==> config.mk <==
export PLATFORM = sky130hd
export DESIGN_NAME = vga_sync_receiver
export DESIGN_NICKNAME = d
export VERILOG_FILES = /design/src/rtl/vga_timing_pkg.sv /design/src/rtl/vga_sync_edge_detect.sv /design/src/rtl/vga_sync_receiver.sv
export SDC_FILE = /design/constraint.sdc
export NUM_CORES = 1
export LEC_CHECK = 0
export ABC_AREA = 1
export CORE_MARGIN = 3
export CORE_UTILIZATION = 30
export CTS_CLUSTER_SIZE = 24
export DETAILED_ROUTE_END_ITERATION = 10
export PLACE_DENSITY = 0.49
export REMOVE_ABC_BUFFERS = 1
export SLEW_MARGIN = 30
export SYNTH_ARGS = -nofsm -noshare
export SYNTH_HDL_FRONTEND = slang
export SYNTH_SLANG_ARGS = --single-unit
==> constraint.sdc <==
create_clock -name vga_clk -period 3.5 [get_ports vga_clk]
set_input_delay 1.05 -clock vga_clk [delete_from_list [all_inputs] [get_ports vga_clk]]
set_output_delay 1.05 -clock vga_clk [all_outputs]
set_load 0.005 [all_outputs]
==> src/rtl/vga_timing_pkg.sv <==
// Shared 640x480 VGA timing constants and receiver FSM state type.
// Used by both the timing generator and the sync receiver.
package vga_timing_pkg;

  localparam int VGA_H_ACTIVE    = 640;
  localparam int VGA_H_FP        = 16;
  localparam int VGA_H_SYNC      = 96;
  localparam int VGA_H_BP        = 48;
  localparam int VGA_V_ACTIVE    = 480;
  localparam int VGA_V_FP        = 10;
  localparam int VGA_V_SYNC      = 2;
  localparam int VGA_V_BP        = 33;
  localparam int VGA_LOCK_FRAMES = 2;

  localparam int VGA_HT       = VGA_H_ACTIVE + VGA_H_FP + VGA_H_SYNC + VGA_H_BP;
  localparam int VGA_VT       = VGA_V_ACTIVE + VGA_V_FP + VGA_V_SYNC + VGA_V_BP;
  localparam int VGA_HS_START = VGA_H_ACTIVE + VGA_H_FP;
  localparam int VGA_HS_END   = VGA_HS_START + VGA_H_SYNC;
  localparam int VGA_VS_START = VGA_V_ACTIVE + VGA_V_FP;
  localparam int VGA_VS_END   = VGA_VS_START + VGA_V_SYNC;

  typedef enum logic [1:0] {
    SEARCH,
    H_SEEN,
    V_SEEN,
    LOCKED
  } rx_state_t;

endpackage

==> src/rtl/vga_sync_edge_detect.sv <==
// Registers one active-low sync input and flags its falling and rising edges.
// The sample resets high so an idle-high line never reports an edge at release.
module vga_sync_edge_detect (
  input  logic i_clk,
  input  logic i_srst,
  input  logic i_sync_n,
  output logic o_fall,
  output logic o_rise
);

  logic r_sync_q;

  always_ff @(posedge i_clk) begin
    if (i_srst) begin
      r_sync_q <= 1'b1;
    end else begin
      r_sync_q <= i_sync_n;
    end
  end

  assign o_fall = r_sync_q & ~i_sync_n;
  assign o_rise = ~r_sync_q & i_sync_n;

endmodule

==> src/rtl/vga_sync_receiver.sv <==
// Reconstructs pixel coordinates from VGA sync/blank inputs, checks every edge
// against nominal timing and tracks lock plus a saturating locked-error count.
module vga_sync_receiver #(
  parameter int H_ACTIVE    = vga_timing_pkg::VGA_H_ACTIVE,
  parameter int H_FP        = vga_timing_pkg::VGA_H_FP,
  parameter int H_SYNC      = vga_timing_pkg::VGA_H_SYNC,
  parameter int H_BP        = vga_timing_pkg::VGA_H_BP,
  parameter int V_ACTIVE    = vga_timing_pkg::VGA_V_ACTIVE,
  parameter int V_FP        = vga_timing_pkg::VGA_V_FP,
  parameter int V_SYNC      = vga_timing_pkg::VGA_V_SYNC,
  parameter int V_BP        = vga_timing_pkg::VGA_V_BP,
  parameter int LOCK_FRAMES = vga_timing_pkg::VGA_LOCK_FRAMES
) (
  input  logic       vga_clk,
  input  logic       reset,
  input  logic       hsync_n,
  input  logic       vsync_n,
  input  logic       blank_n,
  output logic       pixel_valid,
  output logic [9:0] pixel_x,
  output logic [9:0] pixel_y,
  output logic       frame_start,
  output logic       locked,
  output logic       timing_error,
  output logic [7:0] err_count
);

  import vga_timing_pkg::*;

  localparam logic [9:0] H_LAST   = 10'(H_ACTIVE + H_FP + H_SYNC + H_BP - 1);
  localparam logic [9:0] V_LAST   = 10'(V_ACTIVE + V_FP + V_SYNC + V_BP - 1);
  localparam logic [9:0] H_ACT    = 10'(H_ACTIVE);
  localparam logic [9:0] V_ACT    = 10'(V_ACTIVE);
  localparam logic [9:0] HS_START = 10'(H_ACTIVE + H_FP);
  localparam logic [9:0] HS_END   = 10'(H_ACTIVE + H_FP + H_SYNC);
  localparam logic [9:0] VS_START = 10'(V_ACTIVE + V_FP);
  localparam logic [9:0] VS_PREV  = 10'(V_ACTIVE + V_FP - 1);
  localparam logic [9:0] VS_END   = 10'(V_ACTIVE + V_FP + V_SYNC);
  localparam int         GW       = (LOCK_FRAMES > 1) ? $clog2(LOCK_FRAMES) : 1;
  localparam logic [GW-1:0] GOOD_LAST = GW'(LOCK_FRAMES - 1);

  logic [1:0]    w_sync_n;
  logic [1:0]    w_fall;
  logic [1:0]    w_rise;
  logic          w_hs_fall, w_hs_rise, w_vs_fall, w_vs_rise;
  logic [9:0]    r_h_cnt, r_v_cnt;
  logic [9:0]    w_h_est, w_v_est;
  logic          w_err_h, w_err_all, w_err;
  rx_state_t     r_state;
  logic [GW-1:0] r_good;
  logic          r_locked, r_timing_error, r_pixel_valid, r_frame_start;
  logic [7:0]    r_err_count;
  logic [9:0]    r_pixel_x, r_pixel_y;

  // Index 0 is hsync, index 1 is vsync.
  assign w_sync_n = {vsync_n, hsync_n};

  for (genvar gi = 0; gi < 2; gi++) begin : g_edge
    vga_sync_edge_detect u_edge (
      .i_clk    (vga_clk),
      .i_srst   (reset),
      .i_sync_n (w_sync_n[gi]),
      .o_fall   (w_fall[gi]),
      .o_rise   (w_rise[gi])
    );
  end

  assign w_hs_fall = w_fall[0];
  assign w_hs_rise = w_rise[0];
  assign w_vs_fall = w_fall[1];
  assign w_vs_rise = w_rise[1];

  // Sync falls snap the counters to the generator's known positions.
  always_comb begin
    w_h_est = (r_h_cnt == H_LAST) ? 10'd0 : r_h_cnt + 10'd1;
    if (w_hs_fall) w_h_est = HS_START;
  end

  always_comb begin
    w_v_est = r_v_cnt;
    if (w_vs_fall) begin
      w_v_est = VS_START;
    end else if (w_h_est == 10'd0) begin
      w_v_est = (r_v_cnt == V_LAST) ? 10'd0 : r_v_cnt + 10'd1;
    end
  end

  assign w_err_h = (w_hs_fall && (r_h_cnt + 10'd1 != HS_START))
                 | (w_hs_rise && (w_h_est != HS_END));

  assign w_err_all = w_err_h
                   | (w_vs_fall && ((r_v_cnt != VS_PREV) || (w_h_est != 10'd0)))
                   | (w_vs_rise && ((w_v_est != VS_END) || (w_h_est != 10'd0)))
                   | (blank_n != ((w_h_est < H_ACT) && (w_v_est < V_ACT)));

  always_comb begin
    w_err = 1'b0;
    case (r_state)
      H_SEEN:         w_err = w_err_h;
      V_SEEN, LOCKED: w_err = w_err_all;
      default:        w_err = 1'b0;
    endcase
  end

  always_ff @(posedge vga_clk) begin
    if (reset) begin
      r_h_cnt <= 10'd0;
      r_v_cnt <= 10'd0;
    end else begin
      r_h_cnt <= w_h_est;
      r_v_cnt <= w_v_est;
    end
  end

  // An error outranks a vsync fall seen in the same cycle.
  always_ff @(posedge vga_clk) begin
    if (reset) begin
      r_state        <= SEARCH;
      r_good         <= '0;
      r_locked       <= 1'b0;
      r_timing_error <= 1'b0;
      r_err_count    <= 8'd0;
    end else begin
      r_timing_error <= 1'b0;
      case (r_state)
        SEARCH: begin
          if (w_hs_fall) r_state <= H_SEEN;
        end
        H_SEEN: begin
          if (w_err) begin
            r_state <= SEARCH;
          end else if (w_vs_fall) begin
            r_state <= V_SEEN;
            r_good  <= '0;
          end
        end
        V_SEEN: begin
          if (w_err) begin
            r_state <= SEARCH;
          end else if (w_vs_fall) begin
            if (r_good == GOOD_LAST) begin
              r_state  <= LOCKED;
              r_locked <= 1'b1;
            end else begin
              r_good <= r_good + 1'b1;
            end
          end
        end
        LOCKED: begin
          if (w_err) begin
            r_state        <= SEARCH;
            r_locked       <= 1'b0;
            r_timing_error <= 1'b1;
            if (r_err_count != 8'hFF) r_err_count <= r_err_count + 8'd1;
          end
        end
        default: begin
          r_state  <= SEARCH;
          r_locked <= 1'b0;
        end
      endcase
    end
  end

  always_ff @(posedge vga_clk) begin
    if (reset) begin
      r_pixel_x     <= 10'd0;
      r_pixel_y     <= 10'd0;
      r_pixel_valid <= 1'b0;
      r_frame_start <= 1'b0;
    end else begin
      r_pixel_x     <= w_h_est;
      r_pixel_y     <= w_v_est;
      r_pixel_valid <= blank_n & r_locked;
      r_frame_start <= r_locked & (w_h_est == 10'd0) & (w_v_est == 10'd0);
    end
  end

  assign pixel_valid  = r_pixel_valid;
  assign pixel_x      = r_pixel_x;
  assign pixel_y      = r_pixel_y;
  assign frame_start  = r_frame_start;
  assign locked       = r_locked;
  assign timing_error = r_timing_error;
  assign err_count    = r_err_count;

endmodule
==> impl_results.rst, run 1 <==
.. list-table::
   :header-rows: 1

   * - Metric
     - Value
   * - Cell count after placement
     - 536
   * - DR pass1 iterations
     - 4
   * - I/O Pins
     - 37
   * - Later-pin clock latency in the skew report
     - ~0.30 ns
   * - Core area
     - between 7000 and 8000 µm²
   * - Average cell area after synthesis
     - 6.767 µm²
   * - Total clock buffers created by CTS
     - 5
   * - Global route hottest layer
     - met2
   * - Post-DP HPWL
     - 5073 µm
   * - Data required time of the worst path
     - 3.74 ns
   * - Total Power
     - between 0.001 and 0.0015 W
   * - Number of slew-limit violations in the final report
     - 0
   * - Buffers on Ports
     - 36
   * - Result of the run
     - finished clean
   * - Worst reg2reg endpoint
     - err_count[4]
   * - Die extent in y
     - 97.36 µm
   * - Antenna Cells
     - 0
   * - Maximum Capacitance Violations
     - 0
   * - Proportion of netlist area held by the largest area contributor
     - 29.59%
   * - Count leader, synth
     - sky130_fd_sc_hd__nand2_1
   * - Library cell contributing the largest single delay on the critical path
     - sky130_fd_sc_hd__nor2_4
   * - Fillers
     - 846
   * - Routed wire per std cell
     - around 12 µm
   * - Proportion of layout cells with a drive suffix above 1
     - 25.61%
   * - Critical Path, Cell by Cell
     - clkbuf_2, nor2_4, inv_4, nand2_4, nor2_4, nor2_4, buf_4, nand4_1, nand3_2, nand3_2, nor2_4, nor2_1, nand2_1, nand2_1, nand2_1, nand2_1, nand2_2, nand2_4, buf_12, inv_4, nand4_1, a21oi_2
   * - Worst hold slack after final layout
     - just over 0.5 ns
   * - Number of stages on the worst hold path
     - 2
   * - Worst hold path type
     - flip-flop to flip-flop
   * - Synth area leaders
     - sky130_fd_sc_hd__dfxtp_1, sky130_fd_sc_hd__nand2_1, sky130_fd_sc_hd__nor2_1
   * - Synthesized area
     - about 2500 µm²
   * - Overflow after GRT
     - 0
   * - Max Root-Sink Buffers
     - 2
   * - Number of cells traversed by the worst register-to-register path
     - 23
   * - FF-to-FF setup slack
     - 0.41 ns
   * - Worst Tran Pin Value
     - 0.5434 ns
   * - Global Route met1 Usage
     - a little over a fifth
   * - Antenna violations before repair
     - 0
   * - Worst-path fanout max
     - 7
   * - Met3 Resource Use GR
     - 2.656%
   * - Relative slew slack
     - ~64%
   * - Flip-flop and latch count after synthesis
     - 37
   * - Final clock skew
     - about 0.010 ns
   * - Met2 routing resource usage after global routing
     - 22.77%
   * - Average via count per standard cell
     - 4.692
   * - Antenna-violating nets left
     - 0
   * - Finished Layout Cells
     - 555
   * - Max Freq
     - between 300 and 400 MHz
   * - Synthesis-to-finish area growth
     - 39.68%
   * - CP Class
     - input port to flip-flop
   * - Via count
     - between 2000 and 3000
   * - Residual DRC
     - 0
   * - Post-synth top area cell
     - sky130_fd_sc_hd__dfxtp_1
   * - Worst vdd ir
     - 205.2 µV
   * - Static leakage power
     - 1.563 nW
   * - Drt total wl
     - 6819 µm
   * - Routability-driven placement congestion ratio
     - around 0.87
   * - Delay of the slowest cell on the worst path
     - ~0.18 ns
   * - Die W
     - 97.36 µm
   * - Count of hold buffers inserted by post-cts repair
     - 0
   * - Number of setup violations in the final report
     - 0
   * - H-tree Lvls
     - 2
   * - TritonCTS sink count
     - 37
   * - Die Outline Area
     - 9478 µm²
   * - Initial core utilization
     - 31.58%
   * - Cell at the root of the clock tree
     - sky130_fd_sc_hd__clkbuf_8
   * - Tot GR Track Use
     - around 15%
   * - Critical Path Sink Type
     - flip-flop
   * - Setup repair after global routing missed its margin
     - no
   * - Fin crit period
     - 3.135 ns
   * - Number of global-route vias before repair
     - around 2500
   * - Number of hold violations in the final report
     - 0
   * - Startpoint type of the worst setup path
     - input port
   * - Final total negative setup slack
     - 0 ns
   * - Fraction of the core area covered by cells at the end of the flow
     - 44.11%
   * - Worst flop-to-flop path startpoint
     - pixel_x[0]
   * - Global-route wire length before repair
     - approximately 12000 µm
   * - Storage cell area
     - 740.7 µm²
   * - Worst Hold Launch
     - err_count[1]
   * - Async S/R FF share, synth
     - 0%
   * - Synth cell count leaders
     - sky130_fd_sc_hd__nand2_1, sky130_fd_sc_hd__nor2_1, sky130_fd_sc_hd__inv_1
   * - Number of enable-type register cells in the synthesized netlist
     - 0
   * - Clock transition at the registers of the reported paths
     - 0.09 ns
   * - Final worst-path cycle share
     - 89.58%
   * - Sequential-to-total area share from yosys stat
     - about 30%
   * - Instance count of the mapped netlist
     - 370
   * - Placement row count
     - 32
   * - Area of combinational cells with multiple inputs
     - between 1500 and 2000 µm²
   * - Final net count
     - 467
   * - Pwr Density
     - 359.7 nW/µm²
   * - TritonCTS clock tree
     - done
   * - Commonest register cell after synthesis
     - sky130_fd_sc_hd__dfxtp_1
   * - Worst EP arrival
     - 3.38 ns
   * - Iteration-0 DRC Markers
     - 66
   * - Count of unique library cells instantiated by Yosys
     - 34
   * - Destination of the worst hold path
     - err_count[1]
   * - Warning count from the yosys run
     - 0
   * - Maximum number of pins on one net before global-route repair
     - 23
[registers in the layout, summed over array words and instances, names as in the netlist]
signal,count
pixel_x,10
pixel_y,10
err_count,8
g_edge.u_edge.r_sync_q,2
r_state,2
frame_start,1
locked,1
pixel_valid,1
r_good,1
timing_error,1
[per-layer routing]
metal	share of wire (%)	vias to the layer above	wire length [µm]
met5	0	-	0
met4	1.1	0	72
li1	-	1371	-
met2	45	34	3040
met1	51	1192	3510
met3	2.9	7	195
[metrics by stage]
| stage | worst slack, ns | area [µm²] |
|---|---|---|
| floorplan | 0.3081 | 2465 |
| global placement | -0.5076 | 3223 |
| detailed placement | -0.5337 | 3223 |
| CTS | 0.1500 | 3366 |
| global route | 0.07679 | 3497 |
| finish | 0.3648 | 3497 |
[worst max-delay path: cells and delay by family]
| kind | cells | cell delay [ns] |
|---|---|---|
| buffers and inverters | 5 | 0.54 |
| AND/OR/NAND/NOR | 16 | 1.60 |
| AO/OA/AOI/OAI | 1 | 0.17 |
[power breakdown]
| part | internal (W) | leakage (nW) | switching (W) | total [W] |
|---|---|---|---|---|
| registers | 0.000452 | 0.303 | 0.0000349 | 0.000487 |
| clock network | 0.000144 | 0.0447 | 0.000183 | 0.000327 |
| logic | 0.000204 | 1.22 | 0.000240 | 0.000445 |
[how the worst max path moves through the flow]
| stage | start | to | slack [ns] | depth (start not counted) |
|---|---|---|---|---|
| after global placement | hsync_n | err_count[7] | -0.51 | 22 |
| after global routing | pixel_x[0] | err_count[4] | 0.08 | 23 |
| final | hsync_n | err_count[4] | 0.36 | 22 |
| after CTS | hsync_n | err_count[4] | 0.15 | 22 |
| after floorplan | hsync_n | err_count[0] | 0.31 | 20 |
| after detailed placement | hsync_n | err_count[4] | -0.53 | 22 |
[cell families after synthesis]
group	synth area share, %
adder cells (fa/ha/maj)	4.998
XOR/XNOR	4.898
AND/OR/NAND/NOR	43.98
buffers and inverters	8.695
AO/OA/AOI/OAI	7.847
flip-flops	29.59
[final cells by class]
class / count / area share (%)
inverters: 47 / 5.331
clock inverters: 3 / 0.7156
repair buffers: 82 / 20.50
well taps: 102 / 3.649
multi-input cells: 278 / 46.48
repair inverters: 1 / 0.1789
clock buffers: 5 / 1.968
flip-flops and latches: 37 / 21.18
[cell usage in the layout, fill, tap and decap left out, drive strengths merged, types with 2 or more instances in the layout]
master,instances
a21oi,16
buf,46
clkbuf,6
clkdlybuf4s50,35
dfxtp,37
ha,10
inv,49
nand2,91
nand3,35
nand4,21
nor2,55
nor3,11
nor4,3
o21ai,13
or2,3
xnor2,2
xor2,12
[timing repair]
action / CTS / global route
pin swaps: 7 / 17
gates resized for setup: 8 / 20
setup endpoints to repair: 12 / 13
buffers inserted: 3 / 7
cloned: 0 / 1
No activity file was read; power rests on OpenSTA's default activity.
==> run 2: changes to the inputs <==
==> constraint.sdc (replaced) <==
create_clock -name vga_clk -period 3.5 [get_ports vga_clk]
set_input_delay 0.7 -clock vga_clk [delete_from_list [all_inputs] [get_ports vga_clk]]
set_output_delay 0.7 -clock vga_clk [all_outputs]
set_load 0.005 [all_outputs]
==> impl_results.rst, run 2 (synthesized netlist as in run 1, its figures left out) <==
.. list-table::
   :header-rows: 1

   * - Metric
     - Value
   * - Max Freq
     - 313.0 MHz (-1.9%)
   * - Data required time of the worst path
     - 3.68 ns (-0.06 ns)
   * - Total Power
     - 0.001260 W (+0.14%)
   * - Most common cell after layout, fill and taps aside
     - sky130_fd_sc_hd__nand2_1
   * - Number of setup violations in the final report
     - 0 (unchanged)
   * - Critical Path, Cell by Cell
     - clkdlybuf4s50_1, nor2_4, nor2_1, nand2_1, nor2_4, nand3_4, nand2_1, nand3_2, nand3_1, nor2_2, o21ai_1, nand2_1, nand2_1, nand2_1, nand2_2, nand2_4, inv_4, nand3_4, nand2_2, a21oi_2
   * - Worst hold slack after final layout
     - 0.5146 ns (+0.005597 ns)
   * - Worst vdd ir
     - 199.1 µV (-3.0%)
   * - Antenna-violating nets left
     - 0 (unchanged)
   * - Max Root-Sink Buffers
     - 2 (unchanged)
   * - Critical Path Sink Type
     - flip-flop
   * - Worst hold path type
     - flip-flop to flip-flop
   * - Commonest cells after routing, fill and taps aside
     - sky130_fd_sc_hd__nand2_1, sky130_fd_sc_hd__nor2_1, sky130_fd_sc_hd__inv_1
   * - Design area
     - 3282 µm² (-6.2%)
   * - Later-pin clock latency in the skew report
     - 0.30 ns (about the same)
   * - Post-place instance area
     - 3148 µm² (-2.3%)
   * - TritonCTS sink count
     - 37 (unchanged)
   * - Total clock buffers created by CTS
     - 5 (unchanged)
   * - Antenna Cells
     - 0 (unchanged)
   * - Fin crit period
     - 3.195 ns (+0.06024 ns)
   * - DR pass1 iterations
     - 4 (unchanged)
   * - Final worst-path cycle share
     - 91.30% (+1.7 points)
   * - Most frequent CP cell
     - sky130_fd_sc_hd__nand2_1
   * - Post-DP HPWL
     - 5019 µm (-1.1%)
   * - Die W
     - 97.36 µm (unchanged)
   * - Maximum Capacitance Violations
     - 0 (unchanged)
   * - Worst-path fanout max
     - 11 (+4)
   * - Setup slack at placement
     - -0.2132 ns (+0.3205 ns)
   * - Number of slew-limit violations in the final report
     - 0 (unchanged)
   * - Number of hold violations in the final report
     - 0 (unchanged)
   * - Result of the run
     - finished clean
   * - Library cell contributing the largest single delay on the critical path
     - sky130_fd_sc_hd__clkdlybuf4s50_1
   * - Maximum number of pins on one net before global-route repair
     - 23 (unchanged)
   * - CP Class
     - input port to flip-flop
   * - Number of global-route vias before repair
     - 2362 (-4.1%)
   * - Setup bufs post-CTS
     - 0 (-3)
   * - Relative slew slack
     - 65.35% (+1.7 points)
   * - TritonCTS clock tree
     - done
   * - Final net count
     - 446 (-4.5%)
   * - Delay of the slowest cell on the worst path
     - 0.53 ns (+0.35 ns)
   * - Static leakage power
     - 1.454 nW (-7.0%)
   * - Final clock skew
     - 0.007431 ns (-0.002670 ns)
   * - Die Outline Area
     - 9478 µm² (unchanged)
   * - Global-route wire length before repair
     - 11320 µm (-4.1%)
   * - Routability-driven placement congestion ratio
     - 0.8295 (-5.0%)
   * - Average via count per standard cell
     - 4.699 (+0.14%)
   * - Residual DRC
     - 0 (unchanged)
   * - Antenna violations before repair
     - 0 (unchanged)
   * - Cell at the root of the clock tree
     - sky130_fd_sc_hd__clkbuf_8
   * - Initial core utilization
     - 31.58% (unchanged)
   * - Via count
     - 2509 (-3.6%)
   * - Synthesis-to-finish area growth
     - 31.08%
   * - Tot GR Track Use
     - 14.24% (-0.56 points)
   * - Core area
     - 7928 µm² (unchanged)
   * - Iteration-0 DRC Markers
     - 140 (+110%)
   * - Final setup margin
     - 0.3046 ns (-0.06024 ns)
   * - Worst EP arrival
     - 3.38 ns (about the same)
   * - I/O Pins
     - 37 (unchanged)
   * - Placement row count
     - 32 (unchanged)
   * - Startpoint type of the worst setup path
     - input port
   * - Clock transition at the registers of the reported paths
     - 0.08 ns (about the same)
   * - Drt total wl
     - 6569 µm (-3.7%)
   * - H-tree Lvls
     - 2 (unchanged)
   * - Overflow after GRT
     - 0 (unchanged)
   * - Die extent in y
     - 97.36 µm (unchanged)
   * - Routed wire per std cell
     - 12.30 µm (+0.12%)
   * - Fillers
     - 854 (+0.95%)
   * - Worst Tran Pin Value
     - 0.5184 ns (-0.02499 ns)
   * - Proportion of layout cells with a drive suffix above 1
     - 18.29% (-7.3 points)
   * - Buffers on Ports
     - 36 (unchanged)
   * - Setup repair after global routing missed its margin
     - no
   * - Pwr Density
     - 383.8 nW/µm² (+6.7%)
run 2: cell types whose count changed in the layout (fill, tap and decap cells not counted), moves of 2 or more:
cell                      delta
sky130_fd_sc_hd__a21oi_1     +2
sky130_fd_sc_hd__a21oi_2     -2
sky130_fd_sc_hd__nand2_2     -5
sky130_fd_sc_hd__nand3_2     -4
sky130_fd_sc_hd__buf_4      -18
sky130_fd_sc_hd__nand3_1     +4
sky130_fd_sc_hd__nand2_1     +6
sky130_fd_sc_hd__nor2_1      +2
run 2: path summary, 6_finish.rpt:
check                     from      endpoint  slack [ns]  depth (start not counted)
setup / recovery       hsync_n  err_count[6]        0.30                         20
hold / removal    err_count[1]  err_count[1]        0.51                          2
setup reg to reg    pixel_x[0]  err_count[6]        0.38                         22
hold reg to reg   err_count[1]  err_count[1]        0.51                          2
run 2: layer usage:
| metal | global-route usage [%] | routed length, µm |
|---|---|---|
| met1 | 19.76 | 3303 |
| met2 | 22.77 | 2881 |
| met3 | 2.728 | 314 |
| met4 | 3.514 | 69 |
| met5 | 0 | 0 |
run 2: metrics by stage:
| step | std cells | util [%] | setup TNS, ns |
|---|---|---|---|
| after floorplan | 362 | - | 0 |
| after global routing | 534 | 41.40 | 0 |
| final | 534 | 41.40 | 0 |
| after global placement | 526 | 39.71 | -1.727 |
| after CTS | 534 | 41.11 | 0 |
| after detailed placement | 526 | 39.71 | -2.107 |
run 2: critical path: cells and delay by family:
family | cells | cell delay (ns)
buffers and inverters | 2 | 0.64
AOI/OAI and AO/OA | 2 | 0.16
and+or+nand+nor | 16 | 1.86
run 2: timing repair:
action,4_1_cts,5_1_grt
setup endpoints to repair,0,12
hold buffers,0,0
gates resized for setup,0,6
run 2: where the power goes:
group | internal [W] | switching, W
clock network | 0.000214 | 0.000175
logic | 0.000164 | 0.000220
registers | 0.000452 | 0.0000343
total | 0.000830 | 0.000429
run 2: cell type report:
cell class              instances  area [µm²]  area share, %
well taps                     102       127.6          3.889
clock inverters                 2       38.79          1.182
flip-flops and latches         37       740.7          22.57
repair buffers                 62       555.5          16.93
clock buffers                   6       72.57          2.211
multi-input cells             278        1568          47.77
inverters                      47       178.9          5.452
